File: src/rtl/hoaaned_arb_ctrl.sv
// Two-way round-robin front end for a shared hybrid approximate adder.
// OR-approximates the low bits, detects the error, optionally re-adds exactly.
module hoaaned_arb_ctrl #(
   parameter int WIDTH = 8,
   parameter int LSB_W = 4,
   parameter int CNT_W = 8
) (
   input  logic             clk,
   input  logic             rst_n,
   input  logic             req0_valid,
   output logic             req0_ready,
   input  logic [WIDTH-1:0] req0_a,
   input  logic [WIDTH-1:0] req0_b,
   input  logic             req1_valid,
   output logic             req1_ready,
   input  logic [WIDTH-1:0] req1_a,
   input  logic [WIDTH-1:0] req1_b,
   input  logic             cfg_correct,
   input  logic             cnt_clr,
   output logic             res_valid,
   input  logic             res_ready,
   output logic [WIDTH:0]   res_sum,
   output logic             res_id,
   output logic             res_err,
   output logic             res_corrected,
   output logic [CNT_W-1:0] err_count
);

   typedef enum logic [1:0] {
      IDLE    = 2'd0,
      APPROX  = 2'd1,
      CORRECT = 2'd2,
      HOLD    = 2'd3
   } state_t;

   state_t state, state_nx;

   logic [WIDTH-1:0]     a_q, b_q;
   logic                 id_q, corr_q;
   logic                 last_grant;
   logic                 gnt0, gnt1, accept;
   logic [WIDTH-LSB_W:0] hi_sum;
   logic [LSB_W-1:0]     lo_or;
   logic                 err;
   logic [WIDTH:0]       approx, exact;
   logic                 cnt_max;

   // Ties go to the requester that did not win last time.
   assign gnt0 = req0_valid & (~req1_valid | last_grant);
   assign gnt1 = req1_valid & (~req0_valid | ~last_grant);

   assign hi_sum  = {1'b0, a_q[WIDTH-1:LSB_W]} + {1'b0, b_q[WIDTH-1:LSB_W]};
   assign lo_or   = a_q[LSB_W-1:0] | b_q[LSB_W-1:0];
   assign err     = |(a_q[LSB_W-1:0] & b_q[LSB_W-1:0]);
   assign approx  = {hi_sum, lo_or};
   assign exact   = {1'b0, a_q} + {1'b0, b_q};
   assign cnt_max = &err_count;

   always_ff @(posedge clk) begin
      if (!rst_n) state <= IDLE;
      else        state <= state_nx;
   end

   always_comb begin
      state_nx = state;
      unique case (state)
         IDLE:    if (req0_valid | req1_valid) state_nx = APPROX;
         APPROX:  state_nx = (err & corr_q) ? CORRECT : HOLD;
         CORRECT: state_nx = HOLD;
         HOLD:    if (res_ready) state_nx = IDLE;
         default: state_nx = IDLE;
      endcase
   end

   always_comb begin
      req0_ready = rst_n & (state == IDLE) & gnt0;
      req1_ready = rst_n & (state == IDLE) & gnt1;
      accept     = req0_ready | req1_ready;
   end

   always_ff @(posedge clk) begin
      if (!rst_n) begin
         a_q           <= '0;
         b_q           <= '0;
         id_q          <= 1'b0;
         corr_q        <= 1'b0;
         last_grant    <= 1'b1;
         res_valid     <= 1'b0;
         res_sum       <= '0;
         res_id        <= 1'b0;
         res_err       <= 1'b0;
         res_corrected <= 1'b0;
      end else begin
         if (accept) begin
            a_q        <= gnt1 ? req1_a : req0_a;
            b_q        <= gnt1 ? req1_b : req0_b;
            id_q       <= gnt1;
            corr_q     <= cfg_correct;
            last_grant <= gnt1;
         end
         unique case (state)
            APPROX: begin
               if (!(err & corr_q)) begin
                  res_sum       <= approx;
                  res_err       <= err;
                  res_corrected <= ~err;
                  res_id        <= id_q;
                  res_valid     <= 1'b1;
               end
            end
            CORRECT: begin
               res_sum       <= exact;
               res_err       <= 1'b1;
               res_corrected <= 1'b1;
               res_id        <= id_q;
               res_valid     <= 1'b1;
            end
            HOLD: if (res_ready) res_valid <= 1'b0;
            default: ;
         endcase
      end
   end

   // Clear beats a same-cycle increment.
   always_ff @(posedge clk) begin
      if (!rst_n || cnt_clr)
         err_count <= '0;
      else if (state == APPROX && err && !cnt_max)
         err_count <= err_count + {{(CNT_W-1){1'b0}}, 1'b1};
   end

endmodule
File: config.mk
export PLATFORM = sky130hd
export DESIGN_NAME = hoaaned_arb_ctrl
export DESIGN_NICKNAME = d
export VERILOG_FILES = /design/src/rtl/hoaaned_arb_ctrl.sv
export SDC_FILE = /design/constraint.sdc
export NUM_CORES = 1
export LEC_CHECK = 0
export CORE_UTILIZATION = 52
export CTS_CLUSTER_SIZE = 12
export DETAILED_ROUTE_END_ITERATION = 8
export GPL_TIMING_DRIVEN = 0
export PLACE_DENSITY = 0.85
export SYNTH_ARGS = -nofsm -noshare
export SYNTH_HDL_FRONTEND = slang
export SYNTH_SLANG_ARGS = --single-unit
File: constraint.sdc
create_clock -name clk -period 4.87 [get_ports clk]
set_clock_uncertainty 0.1 [all_clocks]
set_input_delay 0.7305 -clock clk [delete_from_list [all_inputs] [get_ports clk]]
set_output_delay 0.7305 -clock clk [all_outputs]
set_load 0.02 [all_outputs]
==> reports/metrics.cfg <==
[yosys]
postSynthCellCount=266
ys_seq_elements=42
yosysWarnings=0
synth-edff-count=0
ys_types=40
postSynthNetCount=325
syn_area_per_cell_sq_um=8.768
asyncSetResetFlopFracSynth_pct=0
mappedNetlistArea_sq_um=2332
yosysSeqAreaShare_pct=36.05
dominantRegCellSynth=sky130_fd_sc_hd__dfxtp_1

[timing]
timing.slew.headroom_pct=56.78
totalNegativeSetupSlack_ps=0
rsz0062_at_grt=false
fmax_ghz=0.2710
final_hold_viol_count=0
final_setup_viols=0
worst_slew_pin_slew_ps=639.9
final-max-slew-violation-count=0
period_utilisation_layout_pct=75.76
fin_hold_ws_ps=351.9
final_period_minus_worst_setup_slack_ps=3689

[drt]
finalWirelength_mm=5.193
post_drt_via_cell_ratio=5.500
detailedRoute.firstIterationViolations=152
ant_nets=0
remaining_drc_errors=0
wirelength_per_cell_um=13.52
via_count=2112
dr.pass1.iters=4

[layout]
areaGrowthSynthToFinish_pct=33.10
antennaDiodeCount=0
num-nets-final=392
final_common_cell=sky130_fd_sc_hd__clkdlybuf4s50_1
commonest_cells_after_routing_fill_and_taps_aside=sky130_fd_sc_hd__clkdlybuf4s50_1, sky130_fd_sc_hd__dfxtp_1, sky130_fd_sc_hd__nor2_1, sky130_fd_sc_hd__mux2i_1, sky130_fd_sc_hd__a211oi_1
final_layout_size_suffix_gt1_share_pct=5.090
fill_cells=333

[floorplan]
die_height_um=68.97
count_of_pins_on_the_block_boundary=62
rows=23
die_area_sq_um=4757
dieWidth_um=68.97
core_area_sq_um=4144
initial_core_util_pct=56.28

[power_and_ir_drop]
power_density_nw_per_um2=444.1
sw_frac_of_total_pct=37.29
power.share.clock_pct=19.8
seqPwrFrac_pct=35.9
part_of_the_power_in_combinational_logic_pct=44.4
netSwitchingPower_w=0.0005141
cell_internal_pwr_w=0.0008646
power.static_leakage_nw=1.201
max-vdd-ir-drop_mv=0.1926

[global_routing]
grt_overflow=0
grt_max_degree=14
grt_pass1_vias=1982
grt_first_pass_wirelength_mm=8.763
antenna_found_initial=0
grt_usage_pct=25.04

[run_status]
run_status=completed

[clocking]
number_of_gates_resized_after_cts=0
htree_num_levels=2
maximum_root_to_sink_buffer_count=2
clock_sink_count=42
tritoncts=done
cts_root_buf=sky130_fd_sc_hd__clkbuf_8
cts-buffers-inserted=5
postCtsHoldBufs=0
cts_setup_buffers=0
clock_insertion_delay_worst_skew_ps=300
cts.clk_slew.worst_paths_ps=80

[worst_setup_path]
timing.critical_path.buf_inv=5
worstRegToRegCells=8
critPathKind=input pin to primary output
cp-start-kind=input pin
crit_slowest_cell=sky130_fd_sc_hd__clkdlybuf4s50_1
worst_path_dominant_cell_family=buffers and inverters
critical_path.cell_chain=clkdlybuf4s50_1 > a21boi_0 > buf_2 > buf_2 > nand3_1 > inv_1 > clkdlybuf4s50_1
number_of_cells_on_the_critical_path=7
crit_path_end_kind=primary output
cp_max_fo=10
slowest_delay_ps=600
worstPathArrival_ps=2860
cp.required_ps=4040

[min_path]
min_delay_path_depth=2
holdCritPathClass=register to register

[flow_run]
max-cap-violations=0

[placement]
buffer_ports.inserted=60
routabilityCongestion=0.8124
dpl.hpwl_mm=4.114

registers in the layout (all words and copies together), names as in the netlist, 2 cells and up:
| signal | cells |
|---|---|
| res_sum | 9 |
| a_q | 8 |
| b_q | 8 |
| err_count | 8 |
| state | 2 |
cells in the mapped netlist (all sizes together) (3+ instances only):
library cell,n,share of area (%)
nor2,39,6.3
dfxtp,42,36
clkbuf,7,1.1
xor2,5,1.9
o21ai,10,2.1
nand2b,4,1.1
a21oi,14,3.2
buf,5,1.1
nand4b,4,1.5
ha,18,9.7
o211ai,4,1.5
nand3,11,2.4
xnor2,4,1.5
nor3,6,1.3
nand4,3,0.80
mux2i,20,8.6
nand2,16,2.6
a211oi,19,6.1
inv,14,2.3
stage by stage:
step	util [%]	std cells	total power [W]	instance area, sq um	setup slack (ps)
5_1_grt	74.91	384	0.001483	3104	1019
2_1_floorplan	-	266	0.0008981	2332	2365
3_3_place_gp	72.28	376	0.001091	2995	1207
4_1_cts	74.91	384	0.001380	3104	1155
6_report	74.91	384	0.001379	3104	1181
3_5_place_dp	72.28	376	0.001111	2995	1159
tightest hold or removal path, cell delays in order, from the launching register on:
cell and delay, ps:
sky130_fd_sc_hd__dfxtp_1 310, sky130_fd_sc_hd__nand2_1 50, sky130_fd_sc_hd__a21oi_1 50
logic make-up (layout without fill, tap and decap cells):
kind of cell,Yosys count,after routing,share of synthesized area [%]
AO/OA/AOI/OAI,60,60,18.62
buffers and inverters,27,95,4.667
adder cells (fa/ha/maj),20,20,11.37
multiplexers,20,20,8.584
flip-flops,42,42,36.05
AND/OR/NAND/NOR,88,88,17.33
XOR/XNOR,9,9,3.380
path summary, 6_finish.rpt:
path | start | end | slack (ps)
min reg2reg | res_sum[1] | res_sum[1] | 350
max reg2reg | a_q[0] | res_sum[6] | 2680
max | req1_valid | req1_ready | 1180
min | res_sum[1] | res_sum[1] | 350
area by class of cell:
class	count	area [sq um]	area share, %
Multi-Input combinational cell	197	1383	44.54
Timing Repair Buffer	60	600.6	19.35
Clock buffer	5	68.82	2.217
Inverter	15	56.30	1.814
Clock inverter	3	40.04	1.290
Tap cell	50	62.56	2.015
Sequential cell	42	840.8	27.09
Buffer	12	52.55	1.693
routing by layer:
layer,vias to the layer above,wire length [um],global-route usage (%)
met3,7,307,6.250
li1,1081,-,-
met2,75,2375,41.38
met4,0,78,8.163
met1,949,2431,31.61
met5,-,0,0
power by group through the flow:
| stage | Combinational (W) | Sequential (W) | Clock [W] |
|---|---|---|---|
| after floorplan | 0.000355 | 0.000543 | 0 |
| after global placement | 0.000592 | 0.000499 | 0 |
| after detailed placement | 0.000608 | 0.000503 | 0 |
| after CTS | 0.000613 | 0.000495 | 0.000273 |
| after global routing | 0.000687 | 0.000509 | 0.000287 |
| final | 0.000612 | 0.000494 | 0.000273 |
Note: power is estimated with default switching activity, not from simulation.
